[src/rtl/sc_level_timer_pkg.sv]
// Shared constants and FSM encoding for the level timer.
package sc_level_timer_pkg;

   localparam int unsigned TimerWidth = 32;
   localparam int unsigned LevelWidth = 8;
   localparam int unsigned LevelMax   = 59;

   typedef enum logic [1:0] {
      StIdle = 2'd0,
      StArm  = 2'd1,
      StRun  = 2'd2,
      StDone = 2'd3
   } state_e;

endpackage

[src/rtl/sc_level_timer_downcounter.sv]
// Reloadable down-counter; load has priority over enable, expired flags count==1 while enabled.
module sc_level_timer_downcounter #(
   parameter int unsigned Width = 32
) (
   input  logic             clk,
   input  logic             rst,
   input  logic             load,
   input  logic             enable,
   input  logic [Width-1:0] load_value,
   output logic             expired
);

   logic [Width-1:0] count_q;

   always_ff @(posedge clk or posedge rst) begin
      if (rst) begin
         count_q <= '0;
      end else if (load) begin
         count_q <= load_value;
      end else if (enable) begin
         count_q <= count_q - Width'(1);
      end
   end

   assign expired = enable && (count_q == Width'(1));

endmodule

[src/rtl/sc_level_timer.sv]
// Level timer: after START and a period LOAD, ticks every period and counts levels up to LEVEL_MAX.
module sc_level_timer
   import sc_level_timer_pkg::*;
#(
   parameter int unsigned TIMER_WIDTH = TimerWidth,
   parameter int unsigned LEVEL_MAX   = LevelMax
) (
   input  logic                   SC_LEVEL_TIMER_CLOCK_50,
   input  logic                   SC_LEVEL_TIMER_RESET_InHigh,
   input  logic                   SC_LEVEL_TIMER_START_InLow,
   input  logic                   SC_LEVEL_TIMER_LOAD_InHigh,
   input  logic [TIMER_WIDTH-1:0] SC_LEVEL_TIMER_TIMER_CTE,
   output logic                   SC_LEVEL_TIMER_TICK_OutHigh,
   output logic [LevelWidth-1:0]  SC_LEVEL_TIMER_LEVEL,
   output logic                   SC_LEVEL_TIMER_RUNNING_OutHigh,
   output logic                   SC_LEVEL_TIMER_DONE_OutHigh
);

   localparam logic [LevelWidth-1:0] LevelTop  = LevelWidth'(LEVEL_MAX);
   localparam logic [LevelWidth-1:0] LevelLast = LevelWidth'(LEVEL_MAX - 1);

   state_e                  state_q;
   logic [TIMER_WIDTH-1:0]  period_q;
   logic [LevelWidth-1:0]   level_q;
   logic                    tick_q;
   logic                    running_q;
   logic                    done_q;

   logic [TIMER_WIDTH-1:0]  cte_eff;
   logic [TIMER_WIDTH-1:0]  cnt_value;
   logic                    cnt_load;
   logic                    cnt_enable;
   logic                    expired;

   // A zero period behaves as one so RUN ticks every cycle instead of stalling.
   always_comb begin
      cte_eff    = (SC_LEVEL_TIMER_TIMER_CTE == '0) ? TIMER_WIDTH'(1) : SC_LEVEL_TIMER_TIMER_CTE;
      cnt_enable = (state_q == StRun);
      cnt_load   = ((state_q == StArm) && SC_LEVEL_TIMER_LOAD_InHigh) || expired;
      cnt_value  = SC_LEVEL_TIMER_LOAD_InHigh ? cte_eff : period_q;
   end

   sc_level_timer_downcounter #(
      .Width (TIMER_WIDTH)
   ) u_downcounter (
      .clk        (SC_LEVEL_TIMER_CLOCK_50),
      .rst        (SC_LEVEL_TIMER_RESET_InHigh),
      .load       (cnt_load),
      .enable     (cnt_enable),
      .load_value (cnt_value),
      .expired    (expired)
   );

   always_ff @(posedge SC_LEVEL_TIMER_CLOCK_50 or posedge SC_LEVEL_TIMER_RESET_InHigh) begin
      if (SC_LEVEL_TIMER_RESET_InHigh) begin
         state_q   <= StIdle;
         period_q  <= '0;
         level_q   <= '0;
         tick_q    <= 1'b0;
         running_q <= 1'b0;
         done_q    <= 1'b0;
      end else begin
         tick_q <= 1'b0;
         unique case (state_q)
            StIdle: begin
               if (!SC_LEVEL_TIMER_START_InLow) state_q <= StArm;
            end
            StArm: begin
               if (SC_LEVEL_TIMER_LOAD_InHigh) begin
                  period_q  <= cte_eff;
                  state_q   <= StRun;
                  running_q <= 1'b1;
               end
            end
            StRun: begin
               if (SC_LEVEL_TIMER_LOAD_InHigh) period_q <= cte_eff;
               if (expired) begin
                  tick_q <= 1'b1;
                  if (level_q >= LevelLast) begin
                     level_q   <= LevelTop;
                     state_q   <= StDone;
                     running_q <= 1'b0;
                     done_q    <= 1'b1;
                  end else begin
                     level_q <= level_q + LevelWidth'(1);
                  end
               end
            end
            StDone: begin
               if (!SC_LEVEL_TIMER_START_InLow) begin
                  state_q <= StIdle;
                  level_q <= '0;
                  done_q  <= 1'b0;
               end
            end
         endcase
      end
   end

   assign SC_LEVEL_TIMER_TICK_OutHigh    = tick_q;
   assign SC_LEVEL_TIMER_LEVEL           = level_q;
   assign SC_LEVEL_TIMER_RUNNING_OutHigh = running_q;
   assign SC_LEVEL_TIMER_DONE_OutHigh    = done_q;

endmodule

[config.mk]
export PLATFORM = sky130hd
export DESIGN_NAME = sc_level_timer
export DESIGN_NICKNAME = d
export VERILOG_FILES = /design/src/rtl/sc_level_timer_pkg.sv /design/src/rtl/sc_level_timer_downcounter.sv /design/src/rtl/sc_level_timer.sv
export SDC_FILE = /design/constraint.sdc
export NUM_CORES = 1
export LEC_CHECK = 0
export ABC_AREA = 1
export ABC_CLOCK_PERIOD_IN_PS = 3040
export CAP_MARGIN = 5
export CORE_MARGIN = 5
export CORE_UTILIZATION = 58
export CTS_CLUSTER_SIZE = 12
export DETAILED_ROUTE_END_ITERATION = 12
export HOLD_SLACK_MARGIN = 0.05
export PLACE_DENSITY_LB_ADDON = 0.1
export SETUP_SLACK_MARGIN = 0.15
export SLEW_MARGIN = 20
export SYNTH_ARGS = -nofsm -noshare
export SYNTH_HDL_FRONTEND = slang
export SYNTH_SLANG_ARGS = --single-unit
[constraint.sdc]
create_clock -name SC_LEVEL_TIMER_CLOCK_50 -period 3.04 [get_ports SC_LEVEL_TIMER_CLOCK_50]
set_clock_uncertainty 0.1 [all_clocks]
set_input_delay 0.304 -clock SC_LEVEL_TIMER_CLOCK_50 [delete_from_list [all_inputs] [get_ports SC_LEVEL_TIMER_CLOCK_50]]
set_output_delay 0.304 -clock SC_LEVEL_TIMER_CLOCK_50 [all_outputs]
set_load 0.1 [all_outputs]
# Word-level counts from Yosys, hierarchy flattened
# Index checks and enable logic that the tools add are counted.
# classes
eq_ne	9
reduce_logical	13
n_addsub	2
n_mux	24
order_cmp	1
# ops
cell	n
32-bit two-way mux	4
32-bit by 1-bit equality test with 1-bit output (second input constant)	1
32-bit zero test	1
32-bit by 1-bit subtractor with 32-bit output (second input constant)	1
8-bit two-way mux	3
8-bit case mux with 2 select lines	1
2-bit two-way mux	5
2-bit inequality test (second input constant)	5
8-bit by 1-bit adder with 8-bit output (second input constant)	1
8-bit by 6-bit greater-or-equal comparator with 1-bit output (second input constant)	1
1-bit two-way mux	8
2-bit case mux with 4 select lines	1
4-bit AND reduction	2
2-bit nonzero test	3
5-bit AND reduction	1
2-bit equality test (second input constant)	2
1-bit case mux with 2 select lines	2
3-bit AND reduction	1
2-bit by 1-bit equality test with 1-bit output (second input constant)	1
1-bit logical AND	2
2-bit zero test	1
2-bit OR reduction	1
1-bit logical OR	1
# word_totals
ff_bits	77
wordCells	56

# Depth between registers and ports, before layout
# Gate-level depths: netlist of run 1.
# depth
depth_word	4
ltp_mapped	12
depth_no_buf	12

# By module
# A second synthesis of run 1 with hierarchy kept.
# hier_totals
cells_unflattened	651
area_unflattened_um2	4825.9
# modules_own_cells
mod	cells_each	area_each_um2	n_inst	seq_area_each_um2
sc_level_timer	332	2572.5	1	1126.1
sc_level_timer_downcounter	319	2253.4	1	800.8

# Worst setup path before layout of run 1
# Ideal clock, no wire load.
# synth_path
path_type	register to register
startpoint	register level_q[1] (netlist: SC_LEVEL_TIMER_LEVEL[1])
endpoint	register done_q (netlist: SC_LEVEL_TIMER_DONE_OutHigh)
required_time_ns	2.811
setup_time_ns	0.129
t_arrival_ns	1.999
stages_incl_launch_ff	11
period_less_slack_ns	2.228
n_path_buf	0
slack_ns	0.812
path_cell_list	dfrtp_1 > ha_1 > nor2_1 > nand2_1 > nand4_1 > nand2_1 > nor2_1 > nor2_1 > nand2_1 > nand2_1 > o21ai_0
# synth_via
elab_chain_len	3
# synth_rtl
element	line	source
start, declared	sc_level_timer.sv:24	logic [LevelWidth-1:0] level_q;
start signal, assigned	sc_level_timer.sv:80	level_q <= LevelTop;
start signal, assigned	sc_level_timer.sv:85	level_q <= level_q + LevelWidth'(1);
8-bit by 6-bit greater-or-equal comparator with 1-bit output	sc_level_timer.sv:79	if (level_q >= LevelLast) begin
2-bit inequality test (no line)	n/a	
4-bit AND reduction (no line)	n/a	
end signal, assigned	sc_level_timer.sv:61	done_q <= 1'b0;
end signal, assigned	sc_level_timer.sv:83	done_q <= 1'b1;
end signal, assigned	sc_level_timer.sv:93	done_q <= 1'b0;
end, declared	sc_level_timer.sv:27	logic done_q;
# Every way passes these cells.
# A chain may end at the register's enable or synchronous reset.

# Worst setup path in the final report of run 1
# layout_path
startpoint	register state_q[0]
endpoint	register u_downcounter.count_q[16]
# layout_via
elab_chain_len	4
word_cells_on_any_way	7
cone_classes	2 x eq/ne; 1 x mux; 4 x reduce/logical
# layout_rtl
element	line	source
start, declared	sc_level_timer.sv:22	state_e state_q;
start signal, assigned	sc_level_timer.sv:56	state_q <= StIdle;
start signal, assigned	sc_level_timer.sv:66	if (!SC_LEVEL_TIMER_START_InLow) state_q <= StArm;
start signal, assigned	sc_level_timer.sv:71	state_q <= StRun;
2-bit by 1-bit equality test with 1-bit output / 2-bit equality test (equally long branches)	sc_level_timer.sv:39, sc_level_timer.sv:38	
1-bit logical AND (on tied branches)	sc_level_timer.sv:39, sc_level_timer_downcounter.sv:25	
1-bit logical OR	sc_level_timer.sv:39	cnt_load = ((state_q == StArm) && SC_LEVEL_TIMER_LOAD_InHigh) || expired;
32-bit two-way mux / 2-bit nonzero test (equally long branches)	n/a	
end signal, assigned	sc_level_timer_downcounter.sv:19	count_q <= load_value;
end signal, assigned	sc_level_timer_downcounter.sv:21	count_q <= count_q - Width'(1);
end, declared	sc_level_timer_downcounter.sv:13	logic [Width-1:0] count_q;
# Several ways; a longest one is shown, not always the timed one.

==> impl_metrics.csv, run 1 <==
group,metric,value,unit
synthesis,yosys.area.top_type,"dfrtp_1",
synthesis,yosysTopAreaCellShare,37.74,%
setup_path,critPathMaxFanout,19,
finish,areaGrowthSynthToFinish,12.64,%
setup_path,r2r_end,"u_downcounter.count_q[16]",
clocking,cts_buffers,9,
status,run_status,"completed",
routing,drc,0,
floorplanning,die_h,103.8,µm
place,io_buffers,46,
timing,setup_tns,0,ns
clocking,postCtsHoldBufs,0,
clocking,cts_root_buf,"clkbuf_8",
timing,setup_slack,0.4882,ns
timing,max_clock_freq,391.9,MHz
clocking,clkSinkCount,77,
timing,hold_viol_final,0,
synthesis,postSynth.asyncResetShare,100.0,%
routing,wl,13330,µm
finish,finalNetCount,859,
synthesis,netlist_area,5106,µm²
routing,vias,5003,
setup_path,path_cells,"inv_1 > ha_1 > inv_1 > nand2_2 > clkinv_1 > nand2_1 > nand2_1",
setup_path,worstReg2RegStart,"state_q[0]",
synthesis,netlist-cell-type-count,32,
timing,finalCritPeriodShare,83.94,%
setup_path,crit_type,"reg2reg",
clocking,clock_latency,0.35,ns
finish,n_antenna_cell,0,
synthesis,synth_fp_nets,822,
timing,worst_pin_slew,0.7037,ns
routing,vias_per_cell,5.403,
setup_path,critical-path-slowest-cell,"clkinv_1",
synthesis,synth.area.top_cells,"dfrtp_1, nand2_1, o21ai_0",
min_path,hold_path.class,"in2async",
synthesis,synth-seq-cells,77,
routing,dr.pass1.iters,5,
finish,final_common_cell,"nand2_1",
finish,final_util,66.60,%
place,hpwlAfterDp,9770,µm
synthesis,synthFlopType,"dfrtp_1",
timing,setup_viol,0,
routing,wire_per_inst,14.40,µm
synthesis,synth_seq_area_share,37.74,%
place,gp_congestion,0.8809,
clocking,htreeDepth,3,
timing,maxSlewHeadroom,52.81,%
grt,antenna_found_initial,0,
setup_path,path_depth,7,
setup_path,cp.arrival,2.68,ns
clocking,cts_tree,"done",
routing,first_iter_violations,360,
pwr,peakVddDrop,596.4,µV
timing,hold-worst-slack,0.2357,ns
routing,ant_nets,0,
timing,drv_slew,0,
grt,grt_usage,24.74,%
grt,grt.overflow.total,0,
timing,min_period,2.552,ns
place,dp.cells,911,
flow_run,max-cap-violations,0,
synthesis,synth_edf_count,0,
floorplanning,die_x,103.8,µm
setup_path,path_delay_family,"buffers and inverters",
place,pre_cts_slack,0.5784,ns
setup_path,start_kind,"flip-flop",
setup_path,max_stage_delay,0.60,ns
synthesis,syn_area_per_cell,6.572,µm²
floorplanning,start_util,59.13,%
setup_path,path_buf_inv,3,
timing,rsz0062_at_grt,"false",
clocking,path_clk_slew,0.08,ns
floorplanning,rows,34,
floorplanning,dieArea,10780,µm²
grt,grt_max_degree,65,
setup_path,worstRegToRegCells,7,
synthesis,yosys_warnings,0,
grt,first_global_vias,4785,
clocking,post_cts_resized,0,
finish,stdcell_count,926,
pwr,powerDensity,944.1,nW/µm²
synthesis,synth_cells,777,
clocking,cts_max_path_buffers,2,
finish,final_cell_mix,"nand2_1, inv_1, nor2_1",
clocking,post_cts_buffers,0,
setup_path,cp-end-kind,"flip-flop",
grt,grt_pass1_wl,22520,µm
setup_path,rrSetupSlack,0.49,ns
pwr,cellLeakagePower,2.850,nW
floorplanning,boundaryPins,47,
setup_path,cp.required,3.17,ns
finish,layout-drive-gt1-share,6.479,%
floorplanning,core_area,8636,µm²
[how the worst max path moves through the flow]
stage | from | end | slack, ns
after floorplan | SC_LEVEL_TIMER_RESET_InHigh | SC_LEVEL_TIMER_DONE_OutHigh | 0.67
after global placement | state_q[0] | u_downcounter.count_q[23] | 0.71
after detailed placement | state_q[0] | u_downcounter.count_q[17] | 0.58
after CTS | state_q[0] | u_downcounter.count_q[16] | 0.54
after global routing | state_q[0] | u_downcounter.count_q[16] | 0.31
final | state_q[0] | u_downcounter.count_q[16] | 0.49
[layout make-up]
| cell class | instances | area (µm²) |
|---|---|---|
| repair buffers | 52 | 485.5 |
| clock inverters | 2 | 10.01 |
| fillers | 762 | 2884 |
| inverters | 106 | 397.9 |
| flip-flops and latches | 77 | 1927 |
| multi-input cells | 568 | 2648 |
| well taps | 108 | 135.1 |
| clock buffers | 13 | 148.9 |
[state kept, by name, summed over array words and instances (netlist names)]
| signal | flops |
|---|---|
| period_q | 32 |
| u_downcounter.count_q | 32 |
| SC_LEVEL_TIMER_LEVEL | 8 |
| state_q | 2 |
| SC_LEVEL_TIMER_DONE_OutHigh | 1 |
| SC_LEVEL_TIMER_RUNNING_OutHigh | 1 |
| SC_LEVEL_TIMER_TICK_OutHigh | 1 |
[cells in the mapped netlist, types with 2 or more instances]
| cell | n |
|---|---|
| a21oi_1 | 2 |
| buf_1 | 2 |
| buf_2 | 5 |
| buf_6 | 2 |
| clkbuf_1 | 15 |
| dfrtp_1 | 77 |
| ha_1 | 9 |
| inv_1 | 105 |
| nand2_1 | 254 |
| nand2_2 | 5 |
| nand3_1 | 51 |
| nand3b_1 | 4 |
| nand4_1 | 19 |
| nor2_1 | 98 |
| nor2_2 | 3 |
| nor2_4 | 3 |
| nor3_1 | 3 |
| o211ai_1 | 2 |
| o21ai_0 | 88 |
| o21ai_1 | 3 |
| o21bai_2 | 4 |
| or2_2 | 3 |
| xnor2_1 | 2 |
| xor2_1 | 10 |
[logic make-up (layout without fill, tap and decap cells)]
kind of cell | after synthesis | after routing | synth area share, %
AOI/OAI and AO/OA | 101 | 101 | 10.76
xor gates and xnor gates | 12 | 12 | 2.058
adders and majority gates | 9 | 9 | 2.205
buffers and inverters | 132 | 173 | 10.41
DFF | 77 | 77 | 37.74
and+or+nand+nor | 446 | 446 | 36.83
[power breakdown]
part	internal (W)	switching [W]	total, W
Combinational	0.000915	0.00199	0.00291
Sequential	0.00148	0.000354	0.00183
Clock	0.000314	0.000378	0.000692
Total	0.00271	0.00272	0.00543
[worst register-to-register path: cells and delay by family (launching register included)]
family                     cells  cell delay [ns]
buffers and inverters          3             0.87
and+or+nand+nor                3             0.62
adders and majority gates      1             0.43
DFF                            1             0.42
[metrics by stage]
| step | total power, W | cell area [µm²] |
|---|---|---|
| 2_1_floorplan | 0.004016 | 5106 |
| 3_3_place_gp | 0.004603 | 5593 |
| 3_5_place_dp | 0.004706 | 5593 |
| 4_1_cts | 0.005403 | 5752 |
| 5_1_grt | 0.005915 | 5752 |
| 6_report | 0.005430 | 5752 |
[layer usage]
metal,global-route usage [%],up-vias,wire (µm)
li1,-,2495,-
met1,36.40,2309,6355
met2,38.25,176,5903
met3,3.296,23,804
met4,6.938,0,267
met5,0,-,0
Power figures use the tool's default switching activity.
==> inputs of run 2 (changes only) <==
ABC_CLOCK_PERIOD_IN_PS = 2550   (was 3040)
clock period = 2.55 ns   (was 3.04 ns; I/O delays follow)
==> impl_metrics.csv, run 2 (synthesis results as in run 1) <==
group,metric,value,unit
setup_path,start_kind,"flip-flop",
timing,setup_viol,0,
status,run_status,"completed",
timing,maxSlewHeadroom,63.04,%
timing,max_clock_freq,458.4,MHz
timing,worst_pin_slew,0.5536,ns
timing,finalCritPeriodShare,85.54,%
place,hpwlAfterDp,10010,µm
finish,final_cell_mix,"nand2_1, inv_1, nor2_1",
pwr,peakVddDrop,585.7,µV
clocking,postCtsHoldBufs,0,
finish,final_util,67.10,%
floorplanning,die_h,103.8,µm
setup_path,worstRegToRegCells,11,
timing,min_period,2.181,ns
pwr,seqPwrFrac,33.5,%
routing,first_iter_violations,355,
clocking,post_cts_resized,0,
timing,setup_slack,0.3687,ns
timing,setup_tns,0,ns
setup_path,rrSetupSlack,0.37,ns
routing,wl,13290,µm
floorplanning,dieArea,10780,µm²
pwr,netSwitchingPower,0.003286,W
clocking,path_clk_slew,0.08,ns
pwr,powerDensity,1131,nW/µm²
setup_path,cp.required,2.70,ns
pwr,p_int,0.003265,W
routing,dr.pass1.iters,5,
clocking,post_cts_buffers,0,
setup_path,cp-end-kind,"flip-flop",
finish,areaGrowthSynthToFinish,13.48,%
place,pre_cts_slack,0.3861,ns
clocking,clkSinkCount,77,
finish,fillers,785,
clocking,cts_tree,"done",
pwr,cellLeakagePower,2.875,nW
grt,grt_pass1_wl,22560,µm
setup_path,critPathMaxFanout,5,
routing,drc,0,
floorplanning,core_area,8636,µm²
floorplanning,rows,34,
place,gp_congestion,0.9588,
finish,n_antenna_cell,0,
grt,antenna_found_initial,0,
routing,vias_per_cell,5.383,
finish,finalNetCount,862,
grt,grt_max_degree,66,
min_path,hold_path.class,"in2async",
routing,vias,5001,
finish,final_common_cell,"nand2_1",
clocking,cts_root_buf,"clkbuf_8",
clocking,htreeDepth,3,
floorplanning,start_util,59.13,%
floorplanning,die_x,103.8,µm
place,io_buffers,46,
floorplanning,boundaryPins,47,
setup_path,cp.arrival,2.33,ns
routing,wire_per_inst,14.31,µm
setup_path,worstReg2RegStart,"u_downcounter.count_q[0]",
grt,grt_usage,25.25,%
timing,drv_slew,0,
grt,grt.overflow.total,0,
clocking,cts_buffers,9,
clocking,clock_latency,0.36,ns
routing,ant_nets,0,
finish,layout-drive-gt1-share,7.308,%
pwr,pwr-share-comb,53.3,%
flow_run,max-cap-violations,0,
timing,rsz0062_at_grt,"false",
pwr,clkPwrFrac,13.2,%
timing,hold_viol_final,0,
setup_path,crit_type,"reg2reg",
grt,first_global_vias,4671,
setup_path,r2r_end,"u_downcounter.count_q[30]",
pwr,switching_share,50.15,%
clocking,cts_max_path_buffers,2,
## run 2: changes by cell type in the layout (fill, tap and decap cells not counted)
| cell | change |
|---|---|
| buf_4 | +3 |
| clkbuf_1 | -3 |
| clkbuf_8 | +1 |
| clkinv_1 | -1 |
| clkinv_2 | +1 |
| clkinv_4 | +1 |
| clkinvlp_4 | +1 |
## run 2: per-layer routing
metal / part of all wire [%] / vias up / GRT usage (%) / routed length (µm)
met3: 6.4 / 24 / 4.104 / 845
li1: - / 2513 / - / -
met4: 1.6 / 0 / 5.273 / 214
met5: 0 / - / 0 / 0
met2: 45 / 165 / 39.25 / 5959
met1: 47 / 2299 / 37.24 / 6273
## run 2: per-stage QoR
stage	area [µm²]	total power [W]	cells	hold WS [ns]
2_1_floorplan	5106	0.004788	777	0.3838
3_3_place_gp	5615	0.005515	914	0.3723
3_5_place_dp	5615	0.005640	914	0.3818
4_1_cts	5791	0.006518	929	0.1776
5_1_grt	5794	0.007149	929	0.2038
6_report	5794	0.006551	929	0.1681
## run 2: worst max-delay path by stage
stage	from	end	slack, ns	cells after the start
2_1_floorplan	SC_LEVEL_TIMER_RESET_InHigh	SC_LEVEL_TIMER_DONE_OutHigh	0.23	1
5_1_grt	u_downcounter.count_q[0]	u_downcounter.count_q[30]	0.18	11
3_3_place_gp	state_q[1]	u_downcounter.count_q[11]	0.46	7
3_5_place_dp	state_q[1]	u_downcounter.count_q[30]	0.39	7
4_1_cts	state_q[1]	u_downcounter.count_q[21]	0.37	7
6_report	u_downcounter.count_q[0]	u_downcounter.count_q[30]	0.37	11
## run 2: final cells by class
cell class | instances | area [µm²] | share of cell area [%]
timing repair buffer | 55 | 508.0 | 8.767
clock inverter | 4 | 23.77 | 0.4103
sequential | 77 | 1927 | 33.25
inverter | 106 | 401.6 | 6.932
clock buffer | 11 | 151.4 | 2.613
tap | 108 | 135.1 | 2.332
multi-input combinational | 568 | 2648 | 45.69
## run 2: power groups by stage
stage | combinational [W] | sequential [W] | clock (W)
finish | 0.00349 | 0.00219 | 0.000865
global route | 0.00396 | 0.00226 | 0.000932
CTS | 0.00346 | 0.00218 | 0.000877
detailed placement | 0.00344 | 0.00220 | 0
global placement | 0.00334 | 0.00218 | 0
floorplan | 0.00249 | 0.00230 | 0
## run 2: critical path, stage by stage (launching register included)
cell and delay, ns:
dfrtp_1 0.42, inv_1 0.13, ha_1 0.21, nand2_1 0.21, nor2_1 0.45, nand2_1 0.14
nor2_1 0.11, nand3_1 0.07, nand2_1 0.07, nand2_1 0.04, nand3_1 0.06, nand2_1 0.05
